**src/rtl/control_funcion_conf.sv**
```systemverilog
// Configuration-mode sequencer: turns debounced buttons into funcion_conf/campo codes.
// Optional inactivity auto-exit is enabled by defining TIMEOUT_CONF_EN.
module control_funcion_conf #(
    parameter logic [31:0] TIMEOUT_CICLOS = 32'd500_000_000,
    parameter int          ANCHO_CNT      = 32
) (
    input  logic       clk,
    input  logic       reset,
    input  logic       btn_modo,
    input  logic       btn_campo,
    input  logic       btn_salir,
    output logic [1:0] funcion_conf,
    output logic [1:0] campo,
    output logic       modo_activo,
    output logic       pulso_fin
);

    typedef enum logic [1:0] {
        IDLE  = 2'b00,
        HORA  = 2'b01,
        FECHA = 2'b10,
        TIMER = 2'b11
    } estado_t;

    estado_t    state_reg, state_next;
    logic [1:0] campo_reg, campo_next;
    logic       pulso_reg, pulso_next;
    logic       activo_reg;

    // Bit 0 = modo, bit 1 = campo, bit 2 = salir
    logic [2:0] btn_vec;
    logic [2:0] prev_reg;
    logic [2:0] evento;

    assign btn_vec = {btn_salir, btn_campo, btn_modo};

    generate
        for (genvar gi = 0; gi < 3; gi++) begin : g_flanco
            always_ff @(posedge clk or posedge reset) begin
                if (reset) begin
                    prev_reg[gi] <= 1'b0;
                end else begin
                    prev_reg[gi] <= btn_vec[gi];
                end
            end
            assign evento[gi] = btn_vec[gi] & ~prev_reg[gi];
        end
    endgenerate

`ifdef TIMEOUT_CONF_EN
    localparam logic [ANCHO_CNT-1:0] CNT_FIN = ANCHO_CNT'(TIMEOUT_CICLOS - 32'd1);

    logic [ANCHO_CNT-1:0] cnt_reg, cnt_next;
    logic                 aceptado;

    // salir and campo count as activity only where they actually do something
    assign aceptado = evento[0] | ((evento[1] | evento[2]) & (state_reg != IDLE));
`endif

    always_comb begin
        state_next = state_reg;
        campo_next = campo_reg;
        pulso_next = 1'b0;
        if (evento[2] && state_reg != IDLE) begin
            state_next = IDLE;
            campo_next = 2'd0;
            pulso_next = 1'b1;
        end else if (evento[0]) begin
            campo_next = 2'd0;
            case (state_reg)
                IDLE:    state_next = HORA;
                HORA:    state_next = FECHA;
                FECHA:   state_next = TIMER;
                default: begin
                    state_next = IDLE;
                    pulso_next = 1'b1;
                end
            endcase
        end else if (evento[1] && state_reg != IDLE) begin
            campo_next = (campo_reg == 2'd2) ? 2'd0 : campo_reg + 2'd1;
`ifdef TIMEOUT_CONF_EN
        end else if (state_reg != IDLE && cnt_reg == CNT_FIN) begin
            state_next = IDLE;
            campo_next = 2'd0;
            pulso_next = 1'b1;
`endif
        end
    end

`ifdef TIMEOUT_CONF_EN
    always_comb begin
        cnt_next = cnt_reg + 1'b1;
        if (aceptado || state_next == IDLE) begin
            cnt_next = '0;
        end
    end

    always_ff @(posedge clk or posedge reset) begin
        if (reset) begin
            cnt_reg <= '0;
        end else begin
            cnt_reg <= cnt_next;
        end
    end
`endif

    always_ff @(posedge clk or posedge reset) begin
        if (reset) begin
            state_reg  <= IDLE;
            campo_reg  <= 2'd0;
            pulso_reg  <= 1'b0;
            activo_reg <= 1'b0;
        end else begin
            state_reg  <= state_next;
            campo_reg  <= campo_next;
            pulso_reg  <= pulso_next;
            activo_reg <= (state_next != IDLE);
        end
    end

    assign funcion_conf = state_reg;
    assign campo        = campo_reg;
    assign modo_activo  = activo_reg;
    assign pulso_fin    = pulso_reg;

endmodule

```
**config.mk**
```make
export PLATFORM = sky130hd
export DESIGN_NAME = control_funcion_conf
export DESIGN_NICKNAME = d
export VERILOG_FILES = /design/src/rtl/control_funcion_conf.sv
export SDC_FILE = /design/constraint.sdc
export NUM_CORES = 1
export LEC_CHECK = 0
export ABC_AREA = 1
export BUFFER_PORTS_ARGS = -buffer_cell sky130_fd_sc_hd__buf_2
export CELL_PAD_IN_SITES_DETAIL_PLACEMENT = 1
export CELL_PAD_IN_SITES_GLOBAL_PLACEMENT = 2
export CORE_MARGIN = 2
export CORE_UTILIZATION = 25
export DETAILED_ROUTE_END_ITERATION = 10
export GPL_ROUTABILITY_DRIVEN = 0
export PLACE_DENSITY_LB_ADDON = 0.15
export SETUP_SLACK_MARGIN = 0.15
export SLEW_MARGIN = 10
export SYNTH_ARGS = -nofsm -noshare
export SYNTH_HDL_FRONTEND = slang
export SYNTH_SLANG_ARGS = --single-unit
```
**constraint.sdc**
```tcl
create_clock -name clk -period 1.17 [get_ports clk]
set_clock_uncertainty 0.15 [all_clocks]
set_input_delay 0.1755 -clock clk [delete_from_list [all_inputs] [get_ports clk]]
set_output_delay 0.1755 -clock clk [all_outputs]
set_load 0.02 [all_outputs]
```
=== After elaboration in Yosys (flattened, before gate mapping) ===
Index checks and enable logic that the tools add are counted.

* Memory bits (read-only): 0
* Output and inout port bits: 6
* Bits in writable memories: 0
* Memories kept: 0
* Flip-flop bits (word level): 9
* Input bits: 5
* Latch bits: 0

* Bitwise operators: 6
* Shift operators: 0
* Divide/modulo/power cells: 0
* Reduce and logical (&&, ||, !) cells: 7
* $add $sub $neg: 1
* Equal/unequal tests: 3
* Multiplexer cells: 10
* Magnitude comparators: 0
* Multiply operators: 0

{| class="wikitable"
|+ Operators with widths
! kind !! count
|-
| $mux 2 || 6
|-
| $pmux 2 s3 || 1
|-
| $eq 2x2->1 const B || 2
|-
| $reduce_bool 2->1 || 2
|-
| $and 1x1->1 || 3
|-
| $mux 1 || 3
|-
| $not 1->1 || 3
|-
| $reduce_bool 3->1 || 1
|-
| $reduce_or 3->1 || 1
|-
| $add 2x1->2 const B || 1
|-
| $eq 2x1->1 const B || 1
|-
| $logic_and 1x1->1 || 2
|-
| $logic_not 2->1 || 1
|}

=== Longest topological paths before layout ===
* Depth after elaboration: 6
* Depth in mapped cells: 6
* Mapped depth without buffers: 6

=== Least setup slack after synthesis ===
OpenSTA, ideal clock, no wires.

* Kind: register -> register
* Start point: reg state_reg[0] (netlist: funcion_conf[0])
* End point: reg campo_reg[1] (netlist: campo[1])
* Required time: 0.901 ns
* Buffers on the path: 0
* Clock period less this slack: 1.391 ns
* Path slack: -0.221 ns
* Cell stages (with the launch flop): 7
* Arrival: 1.122 ns
* Cells stage by stage: dfrtp_1 -> inv_1 -> ha_1 -> nor2_2 -> nand2_1 -> nand2_1 -> a21oi_2

* Longest elaborated chain between the ends: 3
* Elaborated cells on any way between the ends: 5
* Classes of those cells: 1 x mux; 4 x reduce/logical

{| class="wikitable"
|+ Ends and longest elaborated chain
! item !! RTL line !! text
|-
| start, declared || 25 || <nowiki>estado_t state_reg, state_next;</nowiki>
|-
| start signal, assigned || 114 || <nowiki>state_reg <= state_next;</nowiki>
|-
| $reduce_bool 2->1 * || 64, 79 ||
|-
| $logic_and 1x1->1, on equally long branches || 64, 79 ||
|-
| $reduce_bool 3->1 (no line) / $mux 2 (equally long branches) || -- ||
|-
| end signal, assigned || 115 || <nowiki>campo_reg <= campo_next;</nowiki>
|-
| end, declared || 26 || <nowiki>logic [1:0] campo_reg, campo_next;</nowiki>
|}

Every way passes the cells marked *; elsewhere a longest branch is shown, timed or not.
A chain may end at the register's enable or synchronous reset.

=== Worst setup path after layout ===
* Start point: reg state_reg[0] (netlist: funcion_conf[0])
* End point: out funcion_conf[0]

{| class="wikitable"
|+ RTL lines
! item !! RTL line !! text
|-
| end, declared || 12 || <nowiki>output logic [1:0] funcion_conf,</nowiki>
|}

No word-level cell between the ends.

==> impl_metrics.env <==
export IMPL_outcome="complete, but fails checks"
export IMPL_violations="negative setup slack"
export IMPL_slew_limit_headroom_pct=75.5
export IMPL_p_int_uw=942
export IMPL_cpMaxStageDelayCell="dfrtp_2"
export IMPL_grt_ovfl_total=0
export IMPL_yosysMostFrequentCell="nand2_1"
export IMPL_hold_class="input pin to register"
export IMPL_synth_edf_count=0
export IMPL_place_inst=74
export IMPL_cp_start_kind="register"
export IMPL_p_sw_share_pct=38.8
export IMPL_syn2layout_area_growth_pct=64.7
export IMPL_regToRegStartpoint="funcion_conf[0]"
export IMPL_drc=0
export IMPL_post_drt_wl_per_cell_um=11.7
export IMPL_dieArea_mm2=0.00205
export IMPL_grt_pass1_wl_um=1840
export IMPL_finalHoldViolCount=0
export IMPL_crit_top_cell="buf_6"
export IMPL_initial_core_util_pct=27.3
export IMPL_avgViaCountPerCell=4.29
export IMPL_power_density_mw_per_mm2=2200
export IMPL_hpwl_um=681
export IMPL_clock_sinks=9
export IMPL_insertion_delay_ps=260
export IMPL_setup_ws_ps=-90.7
export IMPL_fill_cells=176
export IMPL_place_area_um2=541
export IMPL_drv_slew=0
export IMPL_ys_top_cells_by_count="nand2_1 (11), dfrtp_1 (9), inv_1 (7), nand3_1 (4)"
export IMPL_die_w_um=45.3
export IMPL_comb_power_share_pct=54.4
export IMPL_syn_inst=46
export IMPL_first_pass_iters=2
export IMPL_regArea_um2=228
export IMPL_path_max_fanout=2
export IMPL_timing_final_crit_period_ps=1260
export IMPL_yosys_warnings=0
export IMPL_min_from="btn_campo"
export IMPL_die_height_um=45.3
export IMPL_ir_worst_vdd_v=0.00103
export IMPL_drt_iter0_markers=2
export IMPL_critPathRequiredTime_ps=840
export IMPL_root_buffer="clkbuf_4"
export IMPL_synth_top_area_share_pct=52.9
export IMPL_crit_chain="buf_6 > buf_6"
export IMPL_synth_yosys_seq_area_share_pct=52.9
export IMPL_htree_levels=1
export IMPL_grt_setup_unrepaired="true"
export IMPL_cts_buffer_depth=2
export IMPL_switching_power_uw=596
export IMPL_synth_seq_cells=9
export IMPL_cts_made_buffers=3
export IMPL_finish_instance_area_um2=701
export IMPL_grt_pass1_vias=411
export IMPL_cp_end_kind="output pin"
export IMPL_critical_path_class="register to output pin"
export IMPL_pin_count=11
export IMPL_antenna_found_initial=0
export IMPL_cts_tree="done"
export IMPL_synth_area_leaders="dfrtp_1 (53%), nand2_1 (9.7%), ha_1 (8.8%)"
export IMPL_antenna_cells=0
export IMPL_drive_above_1_share_pct=57.4
export IMPL_multiInputGateArea_um2=221
export IMPL_synth_ff_type="dfrtp_1"
export IMPL_port_buffer_count=10
export IMPL_yosysUniqueCellTypes=12
export IMPL_final_period_utilization_pct=108
export IMPL_power_frac_seq_pct=29.5
export IMPL_fin_cells=84
export IMPL_syn_area_um2=425
export IMPL_synth_net_count=54
export IMPL_grt_max_degree=10
export IMPL_synth_area_leader_cell="dfrtp_1"
export IMPL_syn_avg_cell_area_um2=9.25
export IMPL_drt_total_wl_um=980
export IMPL_cts_clk_slew_worst_paths_ps=70
export IMPL_fin_nets=77
export IMPL_setup_viol=7
export IMPL_drv_cap=0
export IMPL_core_mm2=0.00156
export IMPL_fp_row_count=14
export IMPL_startpoint="funcion_conf[0]"
export IMPL_leakage_nw=0.354
export IMPL_ant_nets=0
export IMPL_largest_reg_flops=3
export IMPL_synth_async_sr_flop_share_pct=100
export IMPL_fmax_ghz=0.793
export IMPL_crit_path_max_incr_delay_ps=430
export IMPL_gr_usage_all_layers_pct=12.9
export IMPL_cp_arrival_ps=940
export IMPL_pwr_share_clk_pct=16.2
export IMPL_tightest_slew_ps=368
export IMPL_vias=360
export IMPL_final_util_pct=44.9
==> worst max-delay path, delay by kind of cell (launching register included) <==
| family | cells | cell delay, ps |
|---|---|---|
| flops | 1 | 430 |
| buf+inv | 2 | 240 |
==> logic make-up after synthesis <==
logic type | share of synthesized area (%)
simple gates | 26.2
buf+inv | 8.82
fa+ha+maj | 8.82
flops | 52.9
compound gates | 3.23
==> path summary, 6_finish.rpt <==
kind,to,slack [ps],depth (start not counted)
max,funcion_conf[0],-90,2
min,campo[1],60,3
max reg2reg,campo[1],-50,6
min reg2reg,pulso_fin,430,3
max in group asynchronous,funcion_conf[1],310,3
min in group asynchronous,modo_activo,260,3
==> stage by stage <==
step	worst slack, ps	setup TNS (ps)	hold WS [ps]	power [mW]
final	-90.7	-352	59.9	1.54
after global routing	-121	-762	61.2	1.66
after CTS	-91.6	-280	50.4	1.48
after detailed placement	-17.5	-42.4	19.3	1.06
after global placement	-20.7	-56.5	17.8	1.06
after floorplan	-30.9	-125	-147	0.872
==> metal layers <==
| metal | vias to the layer above | share of wire [%] | GRT usage, % |
|---|---|---|---|
| met5 | - | 0 | 0 |
| met4 | 0 | 1.6 | 8.82 |
| met3 | 2 | 4.8 | 2.40 |
| met2 | 10 | 46 | 18.3 |
| met1 | 168 | 47 | 17.6 |
| li1 | 180 | - | - |
==> repair_timing <==
action	CTS	global route
setup endpoints to repair	12	12
setup buffers	2	0
pin swaps	1	2
gates resized for setup	14	10
hold buffers	4	0
endpoints found under the hold margin	12	0
==> layout make-up <==
cell class / instances / area share (%)
Sequential cell: 9 / 32.5
Clock buffer: 4 / 3.75
Tap cell: 16 / 2.86
Multi-Input combinational cell: 27 / 31.6
Timing Repair Buffer: 18 / 23.6
Inverter: 10 / 5.71
==> power by group through the flow <==
stage               Combinational, mW  Sequential [mW]  Clock (mW)
floorplan                       0.329            0.543           0
global placement                0.617            0.445           0
detailed placement              0.618            0.444           0
CTS                             0.770            0.448       0.259
global route                    0.920            0.465       0.272
finish                          0.837            0.453       0.249
==> cells in the final DEF (no fill, tap or decap) <==
cell / synthesis / layout
nand2_1: 11 / 9
buf_6: 0 / 8
inv_2: 3 / 7
dfrtp_1: 9 / 7
dlygate4sd3_1: 0 / 4
buf_2: 0 / 4
clkbuf_4: 0 / 3
nor2_2: 2 / 2
nand2_2: 1 / 2
nand3_4: 0 / 2
inv_1: 7 / 2
nor2_1: 3 / 2
nand3_1: 4 / 2
a21oi_2: 1 / 2
ha_1: 3 / 2
dfrtp_2: 0 / 2
buf_4: 0 / 2
inv_4: 0 / 1
nand3b_4: 1 / 1
nor2_4: 0 / 1
nand2_4: 0 / 1
ha_4: 0 / 1
clkbuf_1: 0 / 1
(Power assumes the default switching activity.)
